==> src/rtl/pc_fetch_unit.sv <==
// Program counter / flash address generator feeding the control unit.
// Optional hardware return stack is built only when PC_STACK_EN is defined.
module pc_fetch_unit #(
    parameter logic [11:0] RESET_VECTOR = 12'h000,
    parameter int          FLASH_DEPTH  = 4096,
    parameter int          STACK_DEPTH  = 4
) (
    input  logic        clk,
    input  logic        arst_n,
    input  logic        pc_inc,
    input  logic        pc_load,
    input  logic [11:0] pc_next,
    input  logic        halt,
    input  logic        call_push,
    input  logic        ret_pop,
    output logic [11:0] flash_addr,
    output logic        pc_wrap,
    output logic        misalign,
    output logic        stack_err,
    output logic [4:0]  stack_level
);
    localparam logic [11:0] PC_LAST = 12'(FLASH_DEPTH - 1);

    logic [11:0] pc_q, pc_d;
    logic        pc_wrap_q, pc_wrap_d;
    logic        misalign_q, misalign_d;

`ifdef PC_STACK_EN
    localparam int SW = (STACK_DEPTH > 1) ? $clog2(STACK_DEPTH) : 1;

    logic [STACK_DEPTH-1:0][11:0] stack_q, stack_d;
    logic [4:0]                   level_q, level_d;
    logic                         stack_err_q, stack_err_d;
    logic [SW-1:0]                push_idx, top_idx;

    assign push_idx = SW'(level_q);
    assign top_idx  = SW'(level_q - 5'd1);
`else
    logic unused_stack_inputs;
    assign unused_stack_inputs = call_push ^ ret_pop;
`endif

    always_comb begin
        pc_d       = pc_q;
        pc_wrap_d  = 1'b0;
        misalign_d = misalign_q;
`ifdef PC_STACK_EN
        stack_d     = stack_q;
        level_d     = level_q;
        stack_err_d = stack_err_q;
`endif
        if (!halt) begin
`ifdef PC_STACK_EN
            // Return beats call; an empty-stack return leaves the PC where it is.
            if (ret_pop) begin
                if (level_q == 5'd0) begin
                    stack_err_d = 1'b1;
                end else begin
                    pc_d    = stack_q[top_idx];
                    level_d = level_q - 5'd1;
                end
            end else if (call_push) begin
                pc_d = pc_next;
                if (pc_next[0]) misalign_d = 1'b1;
                if (level_q == 5'(STACK_DEPTH)) begin
                    stack_err_d = 1'b1;
                end else begin
                    stack_d[push_idx] = pc_q;
                    level_d           = level_q + 5'd1;
                end
            end else
`endif
            if (pc_load) begin
                pc_d = pc_next;
                if (pc_next[0]) misalign_d = 1'b1;
            end else if (pc_inc) begin
                if (pc_q == PC_LAST) begin
                    pc_d      = 12'h000;
                    pc_wrap_d = 1'b1;
                end else begin
                    pc_d = pc_q + 12'd1;
                end
            end
        end
    end

    always_ff @(posedge clk or negedge arst_n) begin
        if (!arst_n) begin
            pc_q       <= RESET_VECTOR;
            pc_wrap_q  <= 1'b0;
            misalign_q <= 1'b0;
        end else begin
            pc_q       <= pc_d;
            pc_wrap_q  <= pc_wrap_d;
            misalign_q <= misalign_d;
        end
    end

`ifdef PC_STACK_EN
    always_ff @(posedge clk or negedge arst_n) begin
        if (!arst_n) begin
            stack_q     <= '0;
            level_q     <= 5'd0;
            stack_err_q <= 1'b0;
        end else begin
            stack_q     <= stack_d;
            level_q     <= level_d;
            stack_err_q <= stack_err_d;
        end
    end

    assign stack_err   = stack_err_q;
    assign stack_level = level_q;
`else
    assign stack_err   = 1'b0;
    assign stack_level = 5'd0;
`endif

    assign flash_addr = pc_q;
    assign pc_wrap    = pc_wrap_q;
    assign misalign   = misalign_q;
endmodule

==> config.mk <==
export PLATFORM = sky130hd
export DESIGN_NAME = pc_fetch_unit
export DESIGN_NICKNAME = d
export VERILOG_FILES = /design/src/rtl/pc_fetch_unit.sv
export SDC_FILE = /design/constraint.sdc
export NUM_CORES = 1
export LEC_CHECK = 0
export ABC_AREA = 1
export CAP_MARGIN = 5
export CORE_MARGIN = 1.5
export CORE_UTILIZATION = 65
export CTS_CLUSTER_DIAMETER = 30
export CTS_CLUSTER_SIZE = 25
export DETAILED_ROUTE_END_ITERATION = 6
export DONT_BUFFER_PORTS = 1
export HOLD_SLACK_MARGIN = 0.08
export PLACE_DENSITY = 0.81
export SLEW_MARGIN = 10
export SYNTH_ARGS = -nofsm -noshare
export SYNTH_HDL_FRONTEND = slang
export SYNTH_SLANG_ARGS = --single-unit
==> constraint.sdc <==
create_clock -name clk -period 2.97 [get_ports clk]
set_input_delay 0.297 -clock clk [delete_from_list [all_inputs] [get_ports clk]]
set_output_delay 0.297 -clock clk [all_outputs]
set_load 0.1 [all_outputs]
# Word level (Yosys, flattened, before mapping)
# Index checks and enable logic that the tools add are counted.
# totals
word_cells	16
out_inout_bits	20
regBits	14
# classes
n_reduce_logical	3
n_eq_ne	1
muxes	7
n_bitwise	1
add_sub_neg	1
# op_table
cell	count
12-bit 2-to-1 mux	3
12-bit by 1-bit adder with 12-bit output, second input constant	1
12-bit equality test, second input constant	1
1-bit 2-to-1 mux	4
3-bit AND reduction	1
2-bit AND reduction	1
2-bit nonzero test	1
1-bit inverter	1

# Logic depth before layout (Yosys ltp)
# Gate-level depths: netlist of run 1.
# depth
depth_word	5
mapped_depth	8
depth_no_buf	8

# Least setup slack after synthesis of run 1
# OpenSTA, ideal clock, no wires.
# synth_timing
kind	register to register
startpoint	register pc_q[1], in the netlist flash_addr[1]
endpoint	register pc_q[9], in the netlist flash_addr[9]
slack_ps	974
t_arrival_ps	1873
required_time_ps	2846
path_stages_with_launch	9
cell_sequence	dfrtp_1 ha_1 nand2_2 nor2_2 nand3_1 nand2_1 inv_2 nand2_1 a21oi_2
# synth_via
elab_chain_len	4
elab_cells_between_ends	5
classes_between	add/sub: 1; eq/ne: 1; mux: 3
# synth_lines
element	line	text
start: declaration	24	logic [11:0] pc_q, pc_d;
start signal: assignment	93	pc_q <= pc_d;
12-bit by 1-bit adder with 12-bit output or 12-bit equality test (tied branches)	81, 77	
12-bit 2-to-1 mux (*)	77	if (pc_q == PC_LAST) begin
12-bit 2-to-1 mux (*)	76	end else if (pc_inc) begin
12-bit 2-to-1 mux (*)	73	if (pc_load) begin
# Mark *: on every way between the ends. The rest lies on a longest branch, timed or not. The select of a mux whose other input is x is not followed.
# A chain may end at the register's enable or synchronous reset.

# Worst setup path after layout of run 1
# layout_timing
startpoint	register pc_q[1], in the netlist flash_addr[1]
endpoint	register pc_q[0], in the netlist flash_addr[0]
# layout_via
elab_chain_len	4
# layout_lines
element	line
12-bit equality test	77
12-bit 2-to-1 mux	77
12-bit 2-to-1 mux	76
12-bit 2-to-1 mux	73
# No other way between the ends. The select of a mux whose other input is x is not followed.

==> results of run 1 <==
==> cell usage in the layout (no fill, tap or decap), drive strengths merged <==
cell,count
a31o,1
a21oi,21
nor2,23
conb,6
dfrtp,14
buf,12
nand3b,1
nand4,3
a31oi,1
nand2,32
o21ai,5
dlygate4sd3,1
inv,13
xor2,4
nand3,6
clkbuf,4
ha,1
==> final timing paths <==
kind	to	from	slack (ps)
worst max-delay path	flash_addr[0]	flash_addr[1]	1250
worst min-delay path	pc_wrap	pc_inc	160
worst max register to register	flash_addr[0]	flash_addr[1]	1250
worst min register to register	flash_addr[8]	flash_addr[8]	570
max in group asynchronous	flash_addr[0]	arst_n	2090
min in group asynchronous	pc_wrap	arst_n	470
==> power breakdown <==
part	leakage [uW]	switching, uW	internal [uW]	total, uW
logic	0.000356	378	92.3	470
clock network	0.0000210	65.5	74.6	140
registers	0.000156	21.9	219	241
==> layout make-up <==
type / count / area [sq um] / share of cell area
Clock buffer: 4 / 36.3 / 0.0341
Inverter: 13 / 48.8 / 0.0459
Multi-Input combinational cell: 104 / 509 / 0.479
Sequential cell: 14 / 350 / 0.329
Tap cell: 15 / 18.8 / 0.0176
Timing Repair Buffer: 13 / 100 / 0.0941
==> logic make-up (layout without fill, tap and decap cells) <==
kind of cell,Yosys count,count (layout),share of synthesized area
DFF,14,14,0.367
other,1,6,0.00393
buffers and inverters,22,30,0.119
AOI/OAI and AO/OA,28,28,0.164
xor gates and xnor gates,4,4,0.0367
and+or+nand+nor,65,65,0.296
adders and majority gates,1,1,0.0131
==> layer usage <==
| metal | wire length (um) | GRT usage |
|---|---|---|
| met5 | 0 | 0 |
| met2 | 1170 | 0.535 |
| met3 | 153 | 0.0745 |
| met4 | 70 | 0.177 |
| met1 | 859 | 0.316 |
==> state kept, by name, indices dropped and copies added, names as in the netlist <==
name        flops
flash_addr     12
misalign        1
pc_wrap         1
==> per-stage QoR <==
| step | setup WS (ps) | util | cells |
|---|---|---|---|
| 3_3_place_gp | 1320 | 0.763 | 158 |
| 2_1_floorplan | 974 | - | 140 |
| 3_5_place_dp | 1270 | 0.763 | 158 |
| 4_1_cts | 1250 | 0.797 | 163 |
| 5_1_grt | 1140 | 0.797 | 163 |
| 6_report | 1250 | 0.797 | 163 |
==> worst reg2reg max path: cells and delay by family, from the launching register on <==
kind            cells  cell delay, ps
compound gates      1              60
fa+ha+maj           1             250
buf+inv             2             380
flops               1             370
simple gates        5             550
==> results.toml, run 1 <==
[detailed_routing]
first_iter_violations = 18
drt_drc_violations_left = 0
wl_um = 2260
dr.pass1.iters = 4
wl_per_cell_um = 13.8
vias_per_cell = 5.79
vias = 944
ant_nets = 0

[cts]
postCtsHoldBufs = 1
clk_pin_slew_worst_paths_ps = 90
clk_latency_ps = 280
numCtsBuffers = 3
cts_tree = "built"
clockBufferDepth = 2
ctsResizeCount = 0
htreeDepth = 1
post-cts-setup-buffer-count = 0
clockRootBuffer = "clkbuf_4"
clkSinkCount = 14

[floorplanning]
core_area_sq_um = 1330
die_h_um = 41.3
fp-row-count = 13
io_pins = 39
die-area_sq_um = 1710
start_util = 0.716
dieWidth_um = 41.3

[sta]
setup_violations = 0
clock.fmax_ghz = 0.580
skew_ps = 2.65
fin_crit_ps = 1720
finalCritPeriodShare = 0.580
hold_ws_ps = 165
rsz0062_at_grt = "no"
worstMarginPinSlew_ps = 888
drv_slew = 0
final.setup.tns_ps = 0
max_slew_margin = 0.408
hold_viol_final = 0

[synthesis]
synth_flop_cell = "dfrtp_1"
synth-async-reset-ratio = 1.00
yosysWarnings = 0
yosys_register_bits = 14
synth_area_sq_um = 955
synth_cells = 135
yosysTopAreaCellShare = 0.367
yosysSeqAreaShare = 0.367
yosysUniqueCellTypes = 22
syn_avg_cell_area_sq_um = 7.07
ys_top_cells_by_count = "nand2_1, a21oi_1, nor2_1, dfrtp_1, inv_1"
synth_area_leaders = "dfrtp_1, nand2_1, a21oi_1"
synth-edff-count = 0
synth_area_leader_cell = "dfrtp_1"
synth.most_common_cell = "nand2_1"

[global_route]
grt_pass1_vias = 807
globalRouteOverflowTotal = 0
grt_start_max_net_pins = 17
antenna_found_initial = 0
grt_pass1_wl_um = 3250
track_usage = 0.300

[critical_path]
cp-end-kind = "flip-flop"
required_ps = 3140
path_common_cell = "nand2_1"
cp.arrival_ps = 1900
path_depth = 9
cpLargestDelayFamily = "simple AND/OR/NAND/NOR gates"
r2r_cells = 9
worst-path-buf-inv = 2
crit_chain = "buf_4 -> ha_1 -> nand2_2 -> nor2_2 -> nand3_1 -> nand2_1 -> inv_2 -> nand2_1 -> a21oi_1"
slowest_stage = "dfrtp_1"
criticalPathCategory = "flip-flop to flip-flop"
start_kind = "flip-flop"
max_stage_delay_ps = 370
crit_path_max_fanout = 7

[power]
pwr_density_cell_nw_per_um2 = 800
totalPowerFinal_uw = 851
irDropWorstVdd_mv = 0.606
p_leak_uw = 0.000534

[placed_design]
place_area_sq_um = 1020
dp.final_hpwl_um = 1620
io_buffers = 0
place_congestion = 0.804

[min_path]
min_path_cells = 2
hold_path_class = "primary input to flip-flop"

[cells_and_area]
diodes = 0
stdcell_area_sq_um = 1060
final_nets = 169
fillers = 102
drive_gt1_frac = 0.196
area_delta_synth_final_pct = 11.4

[run]
max_cap_viol_count = 0

[outcome]
status = "finished, final reports clean"
No activity file was read; power rests on OpenSTA's default activity.
==> inputs of run 2 (changes only) <==
Settings changed: CORE_UTILIZATION 65 to 55, PLACE_DENSITY 0.81 to 0.73.
Clock period 2.97 ns to 1.5 ns, I/O delays scaled along.
==> results.toml, run 2 (same netlist as run 1, synthesis figures left out) <==
[cts]
cts_tree = "built"
clk_latency_ps = 280
clkSinkCount = 14
clk_pin_slew_worst_paths_ps = 90
clockRootBuffer = "clkbuf_4"
clockBufferDepth = 2
numCtsBuffers = 3
htreeDepth = 1

[sta]
rsz0062_at_grt = "no"
setup_violations = 0
clock.fmax_ghz = 0.717
worstMarginPinSlew_ps = 637
max_slew_margin = 0.574
final.setup.tns_ps = 0
skew_ps = 9.86
fin_crit_ps = 1400
drv_slew = 0
fin_ws_ps = 104
hold_viol_final = 0
finalCritPeriodShare = 0.930
hold_ws_ps = 83.0

[cells_and_area]
fillers = 110
stdcell_area_sq_um = 1260
final_common_cell = "nand2_1"
diodes = 0
layout.area.seq_sq_um = 370
final_nets = 186
most-common-layout-cells = "nand2_1, nor2_1, buf_4"
area_delta_synth_final_pct = 32.4
largest_reg_flops = 12
drive_gt1_frac = 0.303
multi_input_area_sq_um = 538

[critical_path]
criticalPathCategory = "flip-flop to flip-flop"
reg2reg_to = "flash_addr[0]"
reg2reg_setup_slack_ps = 100
r2r_start = "flash_addr[1]"
start_kind = "flip-flop"
r2r_cells = 8
required_ps = 1710
cp.arrival_ps = 1600
cp-end-kind = "flip-flop"
crit_path_max_fanout = 7

[floorplanning]
io_pins = 39
start_util = 0.612
dieWidth_um = 44.7
die-area_sq_um = 1990
fp-row-count = 14
die_h_um = 44.7
core_area_sq_um = 1560

[min_path]
min_to = "flash_addr[8]"
min_path_cells = 4
hold_path_class = "primary input to flip-flop"
worstHoldStart = "pc_next[8]"

[global_route]
grtUsageMet3 = 0.0286
grt_pass1_vias = 901
use_met2 = 0.510
track_usage = 0.283
globalRouteOverflowTotal = 0
grt_start_max_net_pins = 15
met1_usage = 0.349
top_usage_layer = "met2"
antenna_found_initial = 0
grt_pass1_wl_um = 4090

[detailed_routing]
drt_drc_violations_left = 2
wl_per_cell_um = 13.6
vias_per_cell = 5.50
ant_nets = 0
dr.pass1.iters = 7
vias = 995
wl_um = 2470
first_iter_violations = 26

[outcome]
status = "finished with violations"
violations = "design-rule violations"

[placed_design]
dp.final_hpwl_um = 1580
io_buffers = 0
place_congestion = 0.839
place_area_sq_um = 1070
pre_cts_slack_ps = 93.5

[run]
max_cap_viol_count = 0

[power]
p_leak_uw = 0.000602
totalPowerFinal_uw = 1710
irDropWorstVdd_mv = 1.12
pwr_density_cell_nw_per_um2 = 1350
## run 2: routing by layer
layer,routed length (um),vias up,share of wire
met2,1320,24,0.53
li1,-,487,-
met1,1010,479,0.41
met5,0,-,0
met4,29,0,0.012
met3,106,5,0.043
## run 2: through the flow
| step | cells | utilization |
|---|---|---|
| after floorplan | 140 | - |
| after global placement | 162 | 0.689 |
| after detailed placement | 162 | 0.689 |
| after CTS | 179 | 0.789 |
| after global routing | 181 | 0.811 |
| final | 181 | 0.811 |
## run 2: report_power, final
| group | leakage [uW] | total [uW] | switching [uW] | internal [uW] |
|---|---|---|---|---|
| clock network | 0.0000150 | 229 | 126 | 103 |
| logic | 0.000441 | 948 | 730 | 219 |
| registers | 0.000146 | 530 | 80.9 | 449 |
| total | 0.000602 | 1710 | 936 | 771 |
## run 2: worst max path at each step
stage	start	to	slack (ps)
after global placement	flash_addr[0]	flash_addr[0]	150
after detailed placement	flash_addr[1]	flash_addr[1]	90
final	flash_addr[1]	flash_addr[0]	100
after global routing	flash_addr[1]	flash_addr[0]	20
after floorplan	flash_addr[0]	flash_addr[11]	2
after CTS	pc_load	flash_addr[10]	7
## run 2: worst max-delay path, cell delays in order (launching register included)
cell	delay [ps]
dfrtp_4	520
ha_4	170
nand2_2	90
nor2_2	70
nand3_2	80
nand2_1	60
inv_2	120
nand2_1	90
a21oi_2	110
## run 2: layout make-up
cell class | instances | area share
multi-input cells | 104 | 0.426
well taps | 16 | 0.0158
clock buffers | 4 | 0.0208
repair buffers | 30 | 0.206
flip-flops and latches | 14 | 0.293
inverters | 13 | 0.0386
## run 2: what timing repair did
action,in CTS,in global routing
resized for setup,0,5
hold buffers,13,0
setup buffers,0,2
endpoints found under the hold margin,25,0
endpoints found under the setup margin,0,6
==> inputs of run 3 (changes only) <==
--- a/config.mk
+++ b/config.mk
@@ -6,8 +6,7 @@
 export NUM_CORES = 1
 export LEC_CHECK = 0
-export ABC_AREA = 1
 export CAP_MARGIN = 5
 export CORE_MARGIN = 1.5
-export CORE_UTILIZATION = 55
+export CORE_UTILIZATION = 54
 export CTS_CLUSTER_DIAMETER = 30
 export CTS_CLUSTER_SIZE = 25
@@ -15,5 +14,5 @@
 export DONT_BUFFER_PORTS = 1
 export HOLD_SLACK_MARGIN = 0.08
-export PLACE_DENSITY = 0.73
+export PLACE_DENSITY = 0.72
 export SLEW_MARGIN = 10
 export SYNTH_ARGS = -nofsm -noshare
==> constraint.sdc (replaced) <==
create_clock -name clk -period 1.5 [get_ports clk]
set_input_delay 0.15 -clock clk [delete_from_list [all_inputs] [get_ports clk]]
set_output_delay 0.15 -clock clk [all_outputs]
set_load 0.01 [all_outputs]
==> results.toml, run 3 <==
[critical_path]
slowest_stage = "dfrtp_1"
cp.arrival_ps = 1690
cp-startpoint = "flash_addr[0]"
reg2reg_to = "flash_addr[4]"
r2r_start = "flash_addr[0]"
max_stage_delay_ps = 440
crit_path_max_fanout = 6
required_ps = 1690
r2r_cells = 5
reg2reg_setup_slack_ps = -2
crit_chain = "ha_4 -> and3_4 -> a41oi_4 -> nand2_1 -> o31ai_1"
start_kind = "flip-flop"
criticalPathCategory = "flip-flop to flip-flop"
cp-end-kind = "flip-flop"

[synthesis]
synth-async-reset-ratio = 1.00
yosysWarnings = 0
synth_area_sq_um = 893
synth.most_common_cell = "dfrtp_1"
yosys_register_bits = 14
synth_mux_area_frac = 0.0112
yosysSeqAreaShare = 0.392
synth-edff-count = 0
yosysUniqueCellTypes = 38
ys_top_cells_by_count = "dfrtp_1, a21oi_1, nand2_1, buf_4, o21ai_0"
yosys.area_share.adder = 0.0140
yosys.area_share.simple = 0.169
synth_cells = 99
synth_flop_cell = "dfrtp_1"
yosysTopAreaCellShare = 0.392
synth_area_leaders = "dfrtp_1, a21oi_1, buf_4"
synth_compound_area_frac = 0.301
synth_top_family_by_area = "compound AO/OA/AOI/OAI gates"
synth_area_leader_cell = "dfrtp_1"
syn_avg_cell_area_sq_um = 9.02
synth_xor_area_frac = 0

[cells_and_area]
diodes = 0
final_common_cell = "dfrtp_1"
final_nets = 141
drive_gt1_frac = 0.217
fillers = 103
layout.area.seq_sq_um = 350
most-common-layout-cells = "dfrtp_1, buf_4, dlygate4sd3_1"
stdcell_area_sq_um = 1150
largest_reg_flops = 12
area_delta_synth_final_pct = 28.3
multi_input_area_sq_um = 513

[sta]
final.setup.tns_ps = -1.73
hold_viol_final = 0
clock.fmax_ghz = 0.666
skew_ps = 1.71
fin_crit_ps = 1500
worstMarginPinSlew_ps = 689
fin_ws_ps = -1.73
finalCritPeriodShare = 1.00
hold_ws_ps = 89.5
drv_slew = 0
rsz0062_at_grt = "yes"
setup_violations = 1
max_slew_margin = 0.539

[floorplanning]
io_pins = 39
die-area_sq_um = 1910
dieWidth_um = 43.7
fp-row-count = 14
core_area_sq_um = 1520
die_h_um = 43.7
start_util = 0.586

[outcome]
status = "finished with violations"
violations = "negative setup slack"

[min_path]
worstHoldStart = "pc_next[8]"
hold_path_class = "primary input to flip-flop"
min_to = "flash_addr[8]"
min_path_cells = 2

[detailed_routing]
wl_per_cell_um = 16.8
vias_per_cell = 6.47
wl_um = 2280
vias = 880
dr.pass1.iters = 4
ant_nets = 0
first_iter_violations = 29
drt_drc_violations_left = 0

[power]
irDropWorstVdd_mv = 0.654
totalPowerFinal_uw = 1140
pwr_density_cell_nw_per_um2 = 995
p_leak_uw = 0.000489

[cts]
numCtsBuffers = 3
htreeDepth = 1
cts_tree = "built"
clockBufferDepth = 2
clk_latency_ps = 270
clkSinkCount = 14
clk_pin_slew_worst_paths_ps = 90
clockRootBuffer = "clkbuf_4"

[global_route]
track_usage = 0.275
globalRouteOverflowTotal = 0
antenna_found_initial = 0
grt_start_max_net_pins = 19
grt_pass1_wl_um = 3880
grt_pass1_vias = 869

[placed_design]
io_buffers = 0
place_area_sq_um = 970
pre_cts_slack_ps = 12.7
place_congestion = 0.746
dp.final_hpwl_um = 1480

[run]
max_cap_viol_count = 0
[run 3: where the power goes]
group / total [uW] / leakage [uW] / switching [uW] / internal [uW]
Sequential: 489 / 0.000165 / 55.8 / 433
Combinational: 379 / 0.000303 / 202 / 177
Clock: 272 / 0.0000210 / 125 / 147
Total: 1140 / 0.000489 / 383 / 757
[run 3: worst max-delay path by stage]
| stage | slack (ps) | cells past startpoint | endpoint |
|---|---|---|---|
| global placement | 30 | 5 | flash_addr[4] |
| global route | -100 | 5 | flash_addr[4] |
| floorplan | -30 | 6 | flash_addr[5] |
| finish | -2 | 5 | flash_addr[4] |
| detailed placement | 10 | 5 | flash_addr[4] |
| CTS | -10 | 5 | flash_addr[4] |
[run 3: worst max-delay path, delay by kind of cell, from the launching register on]
kind / cells / cell delay (ps)
AO/OA/AOI/OAI: 2 / 490
AND/OR/NAND/NOR: 2 / 300
flip-flops: 1 / 440
adder cells (fa/ha/maj): 1 / 180
[run 3: per-layer routing]
layer | global-route usage | wire length (um) | vias up
li1 | - | - | 405
met3 | 0.0500 | 215 | 2
met1 | 0.357 | 951 | 412
met2 | 0.468 | 1110 | 61
met4 | 0.0727 | 7 | 0
met5 | 0 | 0 | -
[run 3: per-stage QoR]
stage | utilization | std cells
6_report | 0.752 | 136
5_1_grt | 0.752 | 136
4_1_cts | 0.732 | 135
3_5_place_dp | 0.636 | 120
3_3_place_gp | 0.636 | 120
2_1_floorplan | - | 104
[run 3: cell type report]
type                            count  area share
Sequential cell                    14       0.306
Multi-Input combinational cell     73       0.448
Timing Repair Buffer               24       0.181
Inverter                            5      0.0164
Clock buffer                        4      0.0317
Tap cell                           16      0.0175
[run 3: logic make-up after synthesis]
kind of cell             count (synthesis)
buffers and inverters                   17
adder cells (fa/ha/maj)                  1
AND/OR/NAND/NOR                         28
flip-flops                              14
multiplexers                             1
AO/OA/AOI/OAI                           37
other                                    1
[run 3: what timing repair did]
item	4_1_cts	5_1_grt
gates resized for setup	0	5
hold buffers	11	0
pin swaps	0	6
hold endpoints to repair	21	0
setup endpoints to repair	1	7
setup buffers	0	1
